--- src/rtl/dsp_chain_3_operand_feeder_pkg.sv ---
// Shared definitions for the 3-stage fp16 cascade feeder: beat layout, widths
// and gather-state encoding.
package dsp_chain_3_operand_feeder_pkg;

  localparam int FP16_W = 16;
  localparam int FP32_W = 32;
  localparam int BEAT_W = 4 * FP16_W;

  localparam int TOP_A_MSB = 63;
  localparam int TOP_B_MSB = 47;
  localparam int BOT_A_MSB = 31;
  localparam int BOT_B_MSB = 15;

  localparam logic [1:0] G0 = 2'd0;
  localparam logic [1:0] G1 = 2'd1;
  localparam logic [1:0] G2 = 2'd2;

  typedef struct packed {
    logic [FP16_W-1:0] top_a;
    logic [FP16_W-1:0] top_b;
    logic [FP16_W-1:0] bot_a;
    logic [FP16_W-1:0] bot_b;
  } beat_t;

  function automatic beat_t to_beat(input logic [BEAT_W-1:0] d);
    beat_t b;
    b.top_a = d[TOP_A_MSB -: FP16_W];
    b.top_b = d[TOP_B_MSB -: FP16_W];
    b.bot_a = d[BOT_A_MSB -: FP16_W];
    b.bot_b = d[BOT_B_MSB -: FP16_W];
    return b;
  endfunction

endpackage

--- src/rtl/dsp_chain_3_operand_feeder_if.sv ---
// Operand stream, skewed stage operands and result stream of the cascade feeder.
interface dsp_chain_3_operand_feeder_if;
  import dsp_chain_3_operand_feeder_pkg::*;

  logic              in_valid;
  logic              in_ready;
  logic [BEAT_W-1:0] in_data;
  logic [BEAT_W-1:0] s1_ops;
  logic [BEAT_W-1:0] s2_ops;
  logic [BEAT_W-1:0] s3_ops;
  logic [FP32_W-1:0] chain_result;
  logic              out_valid;
  logic              out_ready;
  logic [FP32_W-1:0] out_data;
  logic              busy;

  modport master (
    output in_valid, in_data, chain_result, out_ready,
    input  in_ready, s1_ops, s2_ops, s3_ops, out_valid, out_data, busy
  );

  modport slave (
    input  in_valid, in_data, chain_result, out_ready,
    output in_ready, s1_ops, s2_ops, s3_ops, out_valid, out_data, busy
  );
endinterface

--- src/rtl/dsp_chain_3_operand_feeder_result_fifo.sv ---
// Synchronous result FIFO with a registered head that holds its last value
// once the FIFO drains.
module feeder_result_fifo #(
  parameter int WIDTH = 32,
  parameter int DEPTH = 4
) (
  input  logic                         clk,
  input  logic                         reset,
  input  logic                         wr_en,
  input  logic [WIDTH-1:0]             wr_data,
  input  logic                         rd_en,
  output logic [WIDTH-1:0]             rd_data,
  output logic                         empty,
  output logic                         full,
  output logic [$clog2(DEPTH+1)-1:0]   count
);

  localparam int AW = $clog2(DEPTH);
  localparam int CW = $clog2(DEPTH + 1);

  logic [WIDTH-1:0] r_mem [DEPTH];
  logic [AW-1:0]    r_wr_ptr;
  logic [AW-1:0]    r_rd_ptr;
  logic [CW-1:0]    r_count;
  logic [WIDTH-1:0] r_head;
  logic             w_rd;
  logic             w_wr;
  logic [AW-1:0]    w_rd_ptr_nxt;

  assign empty        = (r_count == '0);
  assign full         = (r_count == CW'(DEPTH));
  assign count        = r_count;
  assign rd_data      = r_head;
  assign w_rd         = rd_en && !empty;
  assign w_wr         = wr_en && (!full || w_rd);
  assign w_rd_ptr_nxt = r_rd_ptr + AW'(1);

  always_ff @(posedge clk) begin
    if (w_wr) r_mem[r_wr_ptr] <= wr_data;
  end

  always_ff @(posedge clk) begin
    if (reset) begin
      r_wr_ptr <= '0;
      r_rd_ptr <= '0;
      r_count  <= '0;
      r_head   <= '0;
    end else begin
      if (w_wr) r_wr_ptr <= r_wr_ptr + AW'(1);
      if (w_rd) r_rd_ptr <= w_rd_ptr_nxt;
      case ({w_wr, w_rd})
        2'b10:   r_count <= r_count + CW'(1);
        2'b01:   r_count <= r_count - CW'(1);
        default: r_count <= r_count;
      endcase
      // Head is refilled from memory on a pop, or straight from the write
      // port when the incoming entry becomes the new head.
      if (w_rd && (r_count > CW'(1)))
        r_head <= r_mem[w_rd_ptr_nxt];
      else if (w_wr && ((r_count == '0) || (w_rd && (r_count == CW'(1)))))
        r_head <= wr_data;
    end
  end

endmodule

--- src/rtl/dsp_chain_3_operand_feeder.sv ---
// Gathers 3-beat jobs, launches stage operands skewed by the cascade latency
// and collects the final chain result into a credit-protected FIFO.
module dsp_chain_3_operand_feeder
  import dsp_chain_3_operand_feeder_pkg::*;
#(
  parameter int STAGE_LAT  = 2,
  parameter int RES_LAT    = 7,
  parameter int FIFO_DEPTH = 4
) (
  input  logic                          clk,
  input  logic                          reset,
  dsp_chain_3_operand_feeder_if.slave   bus
);

  localparam int            CW         = $clog2(FIFO_DEPTH + 1);
  localparam logic [CW-1:0] CREDIT_MAX = CW'(FIFO_DEPTH);

  logic [1:0]        r_state;
  logic [CW-1:0]     r_credit;
  beat_t             r_hold0;
  beat_t             r_hold1;
  beat_t             r_s1_p0;
  beat_t             r_line1_p [STAGE_LAT];
  beat_t             r_line2_p [2*STAGE_LAT];
  beat_t             r_s2_p1;
  beat_t             r_s3_p2;
  logic [RES_LAT:0]  r_vld_p;

  logic              w_accept;
  logic              w_g0_accept;
  logic              w_launch;
  logic              w_pop;
  logic              w_capture;
  logic              w_empty;
  logic              w_full;
  logic [CW-1:0]     w_count;
  logic [FP32_W-1:0] w_head;

  // A job reserves its FIFO slot on its first beat, so a stalled consumer
  // blocks new jobs only at G0 and never mid-gather.
  assign bus.in_ready = !reset && ((r_state != G0) || (r_credit != '0));
  assign w_accept     = bus.in_valid && bus.in_ready;
  assign w_g0_accept  = w_accept && (r_state == G0);
  assign w_launch     = w_accept && (r_state == G2);
  assign w_pop        = bus.out_ready && !w_empty;
  assign w_capture    = r_vld_p[RES_LAT];

  always_ff @(posedge clk) begin
    if (reset) begin
      r_state  <= G0;
      r_credit <= CREDIT_MAX;
    end else begin
      if (w_accept) begin
        case (r_state)
          G0:      r_state <= G1;
          G1:      r_state <= G2;
          default: r_state <= G0;
        endcase
      end
      if (w_g0_accept && !w_pop)
        r_credit <= r_credit - CW'(1);
      else if (w_pop && !w_g0_accept)
        r_credit <= r_credit + CW'(1);
    end
  end

  always_ff @(posedge clk) begin
    if (w_accept && (r_state == G0)) r_hold0 <= to_beat(bus.in_data);
    if (w_accept && (r_state == G1)) r_hold1 <= to_beat(bus.in_data);
  end

  // p0: launch edge; stage-1 operands and skew-line entry, idle slots carry zero
  // p1/p2: skew-line outputs registered onto the stage-2/stage-3 ports
  always_ff @(posedge clk) begin
    if (reset) begin
      r_s1_p0 <= '0;
      r_s2_p1 <= '0;
      r_s3_p2 <= '0;
      r_vld_p <= '0;
      for (int i = 0; i < STAGE_LAT; i++)     r_line1_p[i] <= '0;
      for (int i = 0; i < 2*STAGE_LAT; i++)   r_line2_p[i] <= '0;
    end else begin
      r_s1_p0      <= w_launch ? r_hold0 : '0;
      r_line1_p[0] <= w_launch ? r_hold1 : '0;
      r_line2_p[0] <= w_launch ? to_beat(bus.in_data) : '0;
      for (int i = 1; i < STAGE_LAT; i++)     r_line1_p[i] <= r_line1_p[i-1];
      for (int i = 1; i < 2*STAGE_LAT; i++)   r_line2_p[i] <= r_line2_p[i-1];
      r_s2_p1      <= r_line1_p[STAGE_LAT-1];
      r_s3_p2      <= r_line2_p[2*STAGE_LAT-1];
      r_vld_p      <= {r_vld_p[RES_LAT-1:0], w_launch};
    end
  end

  feeder_result_fifo #(
    .WIDTH (FP32_W),
    .DEPTH (FIFO_DEPTH)
  ) u_fifo (
    .clk     (clk),
    .reset   (reset),
    .wr_en   (w_capture),
    .wr_data (bus.chain_result),
    .rd_en   (w_pop),
    .rd_data (w_head),
    .empty   (w_empty),
    .full    (w_full),
    .count   (w_count)
  );

  assign bus.s1_ops    = r_s1_p0;
  assign bus.s2_ops    = r_s2_p1;
  assign bus.s3_ops    = r_s3_p2;
  assign bus.out_valid = !w_empty;
  assign bus.out_data  = w_head;
  assign bus.busy      = (r_state != G0) || (|r_vld_p) || (w_count != '0);

  a_no_overflow: assert property (@(posedge clk) disable iff (reset)
    !(w_capture && w_full && !w_pop));

endmodule

--- src/flat_wrapper.sv ---
// flat-port wrapper written by rule: the top's interface ports become plain ports
module dsp_chain_3_operand_feeder_flat import dsp_chain_3_operand_feeder_pkg::*;
#(
  parameter int STAGE_LAT  = 2,
  parameter int RES_LAT    = 7,
  parameter int FIFO_DEPTH = 4
)
  (clk, reset, bus_in_valid, bus_in_data, bus_chain_result, bus_out_ready, bus_in_ready, bus_s1_ops, bus_s2_ops, bus_s3_ops, bus_out_valid, bus_out_data, bus_busy);
  dsp_chain_3_operand_feeder_if bus_i ();
  input  logic clk;
  input  logic reset;
  input wire logic [$bits(bus_i.in_valid)-1:0] bus_in_valid;
  input wire logic [$bits(bus_i.in_data)-1:0] bus_in_data;
  input wire logic [$bits(bus_i.chain_result)-1:0] bus_chain_result;
  input wire logic [$bits(bus_i.out_ready)-1:0] bus_out_ready;
  output wire logic [$bits(bus_i.in_ready)-1:0] bus_in_ready;
  output wire logic [$bits(bus_i.s1_ops)-1:0] bus_s1_ops;
  output wire logic [$bits(bus_i.s2_ops)-1:0] bus_s2_ops;
  output wire logic [$bits(bus_i.s3_ops)-1:0] bus_s3_ops;
  output wire logic [$bits(bus_i.out_valid)-1:0] bus_out_valid;
  output wire logic [$bits(bus_i.out_data)-1:0] bus_out_data;
  output wire logic [$bits(bus_i.busy)-1:0] bus_busy;
  assign bus_i.in_valid = bus_in_valid;
  assign bus_i.in_data = bus_in_data;
  assign bus_i.chain_result = bus_chain_result;
  assign bus_i.out_ready = bus_out_ready;
  assign bus_in_ready = bus_i.in_ready;
  assign bus_s1_ops = bus_i.s1_ops;
  assign bus_s2_ops = bus_i.s2_ops;
  assign bus_s3_ops = bus_i.s3_ops;
  assign bus_out_valid = bus_i.out_valid;
  assign bus_out_data = bus_i.out_data;
  assign bus_busy = bus_i.busy;
  dsp_chain_3_operand_feeder #(.STAGE_LAT(STAGE_LAT), .RES_LAT(RES_LAT), .FIFO_DEPTH(FIFO_DEPTH)) u_core (.clk(clk), .reset(reset), .bus(bus_i));
endmodule
--- config.mk ---
export PLATFORM = sky130hd
export DESIGN_NAME = dsp_chain_3_operand_feeder_flat
export DESIGN_NICKNAME = d
export VERILOG_FILES = /design/src/rtl/dsp_chain_3_operand_feeder_pkg.sv /design/src/rtl/dsp_chain_3_operand_feeder_if.sv /design/src/rtl/dsp_chain_3_operand_feeder_result_fifo.sv /design/src/rtl/dsp_chain_3_operand_feeder.sv /design/src/flat_wrapper.sv
export SDC_FILE = /design/constraint.sdc
export NUM_CORES = 1
export LEC_CHECK = 0
export ABC_AREA = 1
export ABC_CLOCK_PERIOD_IN_PS = 6400
export CAP_MARGIN = 25
export CELL_PAD_IN_SITES_DETAIL_PLACEMENT = 1
export CELL_PAD_IN_SITES_GLOBAL_PLACEMENT = 1
export CORE_AREA = 4 4 269 271
export DETAILED_ROUTE_END_ITERATION = 10
export DIE_AREA = 0 0 273 275
export HOLD_SLACK_MARGIN = 0.05
export PLACE_DENSITY_LB_ADDON = 0.1
export SLEW_MARGIN = 20
export SYNTH_ARGS = -nofsm -noshare
export SYNTH_HDL_FRONTEND = slang
export SYNTH_SLANG_ARGS = --single-unit
--- constraint.sdc ---
create_clock -name clk -period 6.4 [get_ports clk]
set_input_delay 1.28 -clock clk [delete_from_list [all_inputs] [get_ports clk]]
set_output_delay 1.28 -clock clk [all_outputs]
set_load 0.005 [all_outputs]
==> summary.txt, run 1 <==
Critical path
  – Worst r2r dst: u_core.u_fifo.rd_data[0]$_SDFFE_PP0P_
  – Worst Path Arrival: 4500 ps
  – Slowest cell on crit path: dfxtp_1
  – Critical path capture point type: flip-flop
  – Max incr delay on CP: 1040 ps
  – Reg2Reg Launch Point: u_core.u_fifo.r_rd_ptr[1]$_SDFFE_PP0P_
  – Top delay family on crit path: simple AND/OR/NAND/NOR gates
  – CP Max Fanout: 33
  – CP dominant cell by count: nand2_1
  – Crit path buf inv count: 2
  – Required @ worst endpoint: 6910 ps
  – Crit path cell chain: inv_2 -> nand2_2 -> inv_1 -> nand2_1 -> nand3_1 -> nand2_1 -> nand2_1 -> nor2_1 -> nor2_1
  – CP Launch Type: flip-flop
  – Reg2Reg Setup Slack: 2410 ps
  – FF-to-FF path depth: 9
  – WS Path Type: flip-flop to flip-flop

Floorplan
  – Site row count: 97
  – Die X: 273 um
  – Full die area: 75080 sq um
  – Core area: 69790 sq um
  – IO Count: 327
  – Die height: 275 um
  – Starting Density: 39.79%

Yosys
  – Yosys reg bits: 884
  – Mapped Area: 27770 sq um
  – Avg Inst Size Synth: 10.28 sq um
  – Area leader, netlist: dfxtp_1
  – Synth warn: 0
  – Largest cells by area after synthesis: dfxtp_1 (45%), edfxtp_1 (28%), inv_1 (8.3%), nor2_1 (7.8%), nand2_1 (4.5%)
  – Synth top area share: 45.27%
  – Post-Syn Instances: 2702
  – Sequential area share after synthesis: 72.96%
  – Post-Syn Nets: 2812
  – Library cells used by synthesis: 28

Final layout
  – Final nets: 3142
  – Post-route cell area: 34650 sq um
  – Share of cells above drive strength 1: 6.658%
  – Leading cell type in the layout, fill and taps excluded: dfxtp_1
  – Syn-to-layout area delta: 24.77%
  – Commonest cells after routing, fill and taps aside: dfxtp_1 (628), inv_1 (610), nor2_1 (575)
  – Antenna diodes: 0

Detailed routing
  – Drt wl/cell: 15.42 um
  – DRC violations left: 0
  – Routed vias/inst: 4.280
  – Post-DRT Antenna Nets: 0
  – DRT iter0 DRCs: 734
  – Vias: 17330
  – Initial DRT Pass Iterations: 4
  – Routed wire length: 62450 um

Clock network
  – CTS root buf: clkbuf_16
  – CTS Buffer Depth: 3
  – # hold bufs at CTS: 0
  – Skew-Pair Late Insertion Delay: 630 ps
  – PostCTS Resize Cnt: 0
  – Num CTS Buffers: 91
  – H-tree depth: 3
  – CTS tree: done
  – Post-CTS Setup Repair Bufs: 0
  – Clock Pin Slew Worst Setup and Hold Paths: 60 ps
  – Clk sinks: 884

Run
  – Maxcap violations: 0

Power and ir drop
  – Maximum vdd drop: 0.2027 mV
  – Lkg Pwr: 0.01391 uW
  – Pwr/cell area: 332.0 nW/um^2

Placement
  – Routability cong.: 0.7349
  – Post-Place Cell Area: 31730 sq um
  – IO buf count: 326
  – Post-DP HPWL: 38860 um

Timing
  – RSZ-0062 raised after global routing: false
  – Slew headroom: 24.74%
  – F_max: 250.7 MHz
  – Final period utilization: 62.32%
  – Hold Vio Cnt, Final: 0
  – Setup Viol. Count Final: 0
  – Slew of the pin with the lowest slew margin: 1129 ps
  – Final number of max-transition violations: 0
  – Clock Skew: 12.50 ps
  – Fin Setup TNS: 0 ps
  – Period minus WS final: 3989 ps

Min path
  – Hold Crit Class: flip-flop to flip-flop
  – Hold path endpoint: u_core.r_line1_p[1][61]$_SDFF_PP0_
  – Hold_sp: u_core.r_line1_p[0][61]$_SDFF_PP0_
  – Hold depth: 2

Global route
  – Largest net degree at the start of global routing: 236
  – M3 GR Usage: 5.355%
  – Congestion Overflow GR: 0
  – Met2 Use GR: 30.59%
  – Number of global-route vias before repair: 18380
  – Initial antenna violation count: 0
  – Top Usage Layer GRT: met2
  – First-pass GRT wire length: 97940 um
  – Global Route Usage Sum: 16.58%
  – GR Util met1: 18.10%

Outcome
  – Status: finished, final reports clean
## metal layers
| metal | routed length, um | up-vias |
|---|---|---|
| li1 | - | 8550 |
| met3 | 4000 | 128 |
| met4 | 1737 | 0 |
| met5 | 0 | - |
| met1 | 24460 | 8352 |
| met2 | 32250 | 301 |
## state kept, by name, summed over array words and instances (netlist names)
name                    flops
u_core.bus.s1_ops          64
u_core.bus.s2_ops          64
u_core.bus.s3_ops          64
u_core.r_credit             3
u_core.r_hold0             64
u_core.r_hold1             64
u_core.r_line1_p          128
u_core.r_line2_p          256
u_core.r_state              2
u_core.r_vld_p              8
u_core.u_fifo.count         3
u_core.u_fifo.r_mem       128
u_core.u_fifo.r_rd_ptr      2
u_core.u_fifo.r_wr_ptr      2
u_core.u_fifo.rd_data      32
## Yosys cell counts
cell,number
buf_4,6
dfxtp_1,628
nor3_1,1
ha_1,9
buf_6,23
nand2_4,4
a21oi_1,23
nand3_1,76
o21ai_1,1
a21oi_4,1
edfxtp_1,256
nand2_2,3
inv_2,8
nand3_4,1
a211oi_1,1
nor2_1,579
buf_2,39
nor2_4,1
xnor2_1,2
nand2_1,330
xor2_1,2
clkbuf_1,33
buf_1,2
o21ai_0,20
inv_1,612
nor4_1,2
nor2_2,38
fa_1,1
## per-stage QoR
| step | util, % | total power [uW] | setup WS (ps) | instances | hold slack, ps |
|---|---|---|---|---|---|
| 4_1_cts | 49.58 | 11680 | 2390 | 4047 | 400.6 |
| 3_3_place_gp | 45.43 | 6546 | 2315 | 3876 | 388.7 |
| 3_5_place_dp | 45.47 | 6573 | 2260 | 3877 | 395.0 |
| 5_1_grt | 49.65 | 11970 | 2249 | 4049 | 407.8 |
| 6_report | 49.65 | 11500 | 2411 | 4049 | 394.8 |
| 2_1_floorplan | - | 6319 | 2214 | 2702 | 388.3 |
## worst max path at each step
stage                                      startpoint                                    end  slack (ps)  cells after the start
3_3_place_gp                                    reset       u_core.bus.s2_ops[38]$_SDFF_PP0_        2310                      5
2_1_floorplan                                   reset        u_core.r_credit[1]$_SDFFE_PP0P_        2210                     12
5_1_grt        u_core.u_fifo.r_rd_ptr[1]$_SDFFE_PP0P_  u_core.u_fifo.rd_data[0]$_SDFFE_PP0P_        2250                      9
3_5_place_dp                                    reset     u_core.r_line2_p[3][47]$_SDFF_PP0_        2260                      5
6_report       u_core.u_fifo.r_rd_ptr[1]$_SDFFE_PP0P_  u_core.u_fifo.rd_data[0]$_SDFFE_PP0P_        2410                      9
4_1_cts                                         reset                           bus_in_ready        2390                      5
## area by class of cell
cell class / instances / area (sq um)
Multi-Input combinational cell: 1095 / 4576
Sequential cell: 884 / 20260
Timing Repair Buffer: 340 / 3438
Clock buffer: 134 / 2582
Inverter: 620 / 2330
Clock inverter: 36 / 286.5
Fill cell: 7556 / 35140
Tap cell: 940 / 1176
## power by group
group | switching (uW) | internal [uW] | total, uW
Clock | 2130 | 2930 | 5060
Sequential | 35.9 | 5830 | 5860
Combinational | 387 | 197 | 584
## worst min-delay path: cells and delay by family, from the launching register on
| family | cells | cell delay [ps] |
|---|---|---|
| AND/OR/NAND/NOR | 1 | 30 |
| flip-flops | 1 | 300 |
| buffers and inverters | 1 | 40 |
## cells by family after synthesis
family | count (synthesis) | synth area share [%]
adders and majority gates | 10 | 0.4776
DFF | 884 | 72.96
and+or+nand+nor | 1035 | 14.91
buffers and inverters | 723 | 10.65
xor gates and xnor gates | 4 | 0.1262
AOI/OAI and AO/OA | 46 | 0.8786
Note: power is estimated with default switching activity, not from simulation.
==> inputs of run 2 (changes only) <==
- ABC_CLOCK_PERIOD_IN_PS: 6400 -> 4000
- clock period: 6.4 -> 4 ns (I/O delays scaled with it)
==> summary.txt, run 2 (synthesis results as in run 1) <==
Outcome
  – Status: finished, final reports clean

Placement
  – Post-DP HPWL: 40340 um
  – Dpl ws: 937.0 ps
  – Routability cong.: 0.7346
  – Post-Place Cell Area: 31800 sq um
  – IO buf count: 326

Critical path
  – Required @ worst endpoint: 3200 ps
  – Max incr delay on CP: 530 ps
  – Crit path cell chain: inv_1 -> ha_1 -> nand2_4 -> nor3_1 -> nand3_1 -> clkdlybuf4s50_1
  – Slowest cell on crit path: clkdlybuf4s50_1
  – Crit path buf inv count: 2
  – Critical path capture point type: output pin
  – CP Launch Type: flip-flop
  – Worst Path Arrival: 2300 ps
  – CP Max Fanout: 5
  – WS Path Type: flip-flop to output pin
  – Top delay family on crit path: buffers and inverters

Detailed routing
  – WL met3: 4209 um
  – Drt wl/cell: 15.51 um
  – Routed vias/inst: 4.290
  – Routed wire length: 62920 um
  – Met1 WL: 24320 um
  – Vias: 17400
  – WL met2: 32750 um
  – DRC violations left: 0
  – Top routing layer used: met4
  – Initial DRT Pass Iterations: 5
  – DRT iter0 DRCs: 753
  – Post-DRT Antenna Nets: 0

Min path
  – Hold Crit Class: flip-flop to flip-flop

Final layout
  – Footprint of the multi-input gates: 4576 sq um
  – Syn-to-layout area delta: 25.54%
  – Antenna diodes: 0
  – Share of cells above drive strength 1: 7.349%
  – Seq. cell area: 20260 sq um
  – Final Core Density: 49.95%
  – Biggest register: u_core.r_line2_p
  – Fillers: 7599
  – Final nets: 3148
  – Leading cell type in the layout, fill and taps excluded: dfxtp_1
  – Commonest cells after routing, fill and taps aside: dfxtp_1 (628), inv_1 (610), nor2_1 (575)
  – Post-route cell area: 34860 sq um
  – Largest registers: u_core.r_line2_p x256, u_core.r_line1_p x128, u_core.u_fifo.r_mem x128
  – Number of flip-flops in the largest register: 256

Clock network
  – CTS Buffer Depth: 3
  – CTS root buf: clkbuf_16
  – Skew-Pair Late Insertion Delay: 630 ps
  – Clock Pin Slew Worst Setup and Hold Paths: 60 ps
  – # hold bufs at CTS: 0
  – CTS tree: done
  – Post-CTS Setup Repair Bufs: 0
  – H-tree depth: 3
  – Clk sinks: 884
  – Num CTS Buffers: 91
  – PostCTS Resize Cnt: 0

Timing
  – Period minus WS final: 3097 ps
  – Setup Viol. Count Final: 0
  – Clock Skew: 20.63 ps
  – Hold Vio Cnt, Final: 0
  – Hold_ws: 398.2 ps
  – Slew of the pin with the lowest slew margin: 981.2 ps
  – Slew headroom: 34.59%
  – Final period utilization: 77.43%
  – Fin Setup TNS: 0 ps
  – RSZ-0062 raised after global routing: false
  – F_max: 322.9 MHz
  – Final number of max-transition violations: 0
  – Crit path setup slack, layout: 902.8 ps

Floorplan
  – Die height: 275 um
  – Core area: 69790 sq um
  – Full die area: 75080 sq um
  – Starting Density: 39.79%
  – IO Count: 327
  – Site row count: 97
  – Die X: 273 um

Global route
  – Global Route Usage Sum: 16.76%
  – Initial antenna violation count: 0
  – Number of global-route vias before repair: 18520
  – Congestion Overflow GR: 0
  – First-pass GRT wire length: 99150 um
  – Largest net degree at the start of global routing: 97

Power and ir drop
  – Maximum vdd drop: 0.3284 mV
  – Lkg Pwr: 0.01403 uW
  – Pwr/cell area: 535.3 nW/um^2

Run
  – Maxcap violations: 0
-- run 2: area by class of cell --
class                           instances  share of cell area, %
Tap cell                              940                  3.374
Multi-Input combinational cell       1095                  13.13
Clock buffer                          132                  7.842
Clock inverter                         39                 0.8542
Timing Repair Buffer                  346                  10.01
Sequential cell                       884                  58.11
Inverter                              620                  6.683
-- run 2: per-layer routing --
layer	track usage, %	up-vias
li1	-	8566
met1	18.38	8405
met2	31.04	311
met3	5.285	119
met4	5.051	0
met5	0	-
-- run 2: path summary, 6_finish.rpt --
kind / startpoint / endpoint / slack (ps) / depth (start not counted)
setup / recovery: u_core.u_fifo.count[0]$_SDFFE_PP0P_ / bus_busy / 900 / 6
hold / removal: u_core.r_line2_p[1][34]$_SDFF_PP0_ / u_core.r_line2_p[2][34]$_SDFF_PP0_ / 400 / 2
setup reg to reg: u_core.u_fifo.r_rd_ptr[0]$_SDFFE_PP0P_ / u_core.u_fifo.rd_data[29]$_SDFFE_PP0P_ / 1510 / 11
hold reg to reg: u_core.r_line2_p[1][34]$_SDFF_PP0_ / u_core.r_line2_p[2][34]$_SDFF_PP0_ / 400 / 2
-- run 2: where the power goes --
part | switching (uW) | internal [uW] | leakage [uW]
clock | 3430 | 4910 | 0.00151
combinational | 634 | 320 | 0.00514
sequential | 45.1 | 9320 | 0.00738
-- run 2: worst reg2reg max path, cell delays in order (launching register included) --
cell	delay (ps)
dfxtp_1	310
buf_4	390
inv_2	110
nand2_2	90
buf_4	410
nand2_1	520
nand2_1	200
nand2_1	80
nand2_1	70
nand2_1	60
nand2_1	60
a21oi_1	70
-- run 2: per-stage QoR --
step / power, uW / instances
2_1_floorplan: 10110 / 2702
3_3_place_gp: 10490 / 3884
3_5_place_dp: 10530 / 3884
4_1_cts: 18960 / 4055
5_1_grt: 19460 / 4056
6_report: 18660 / 4056
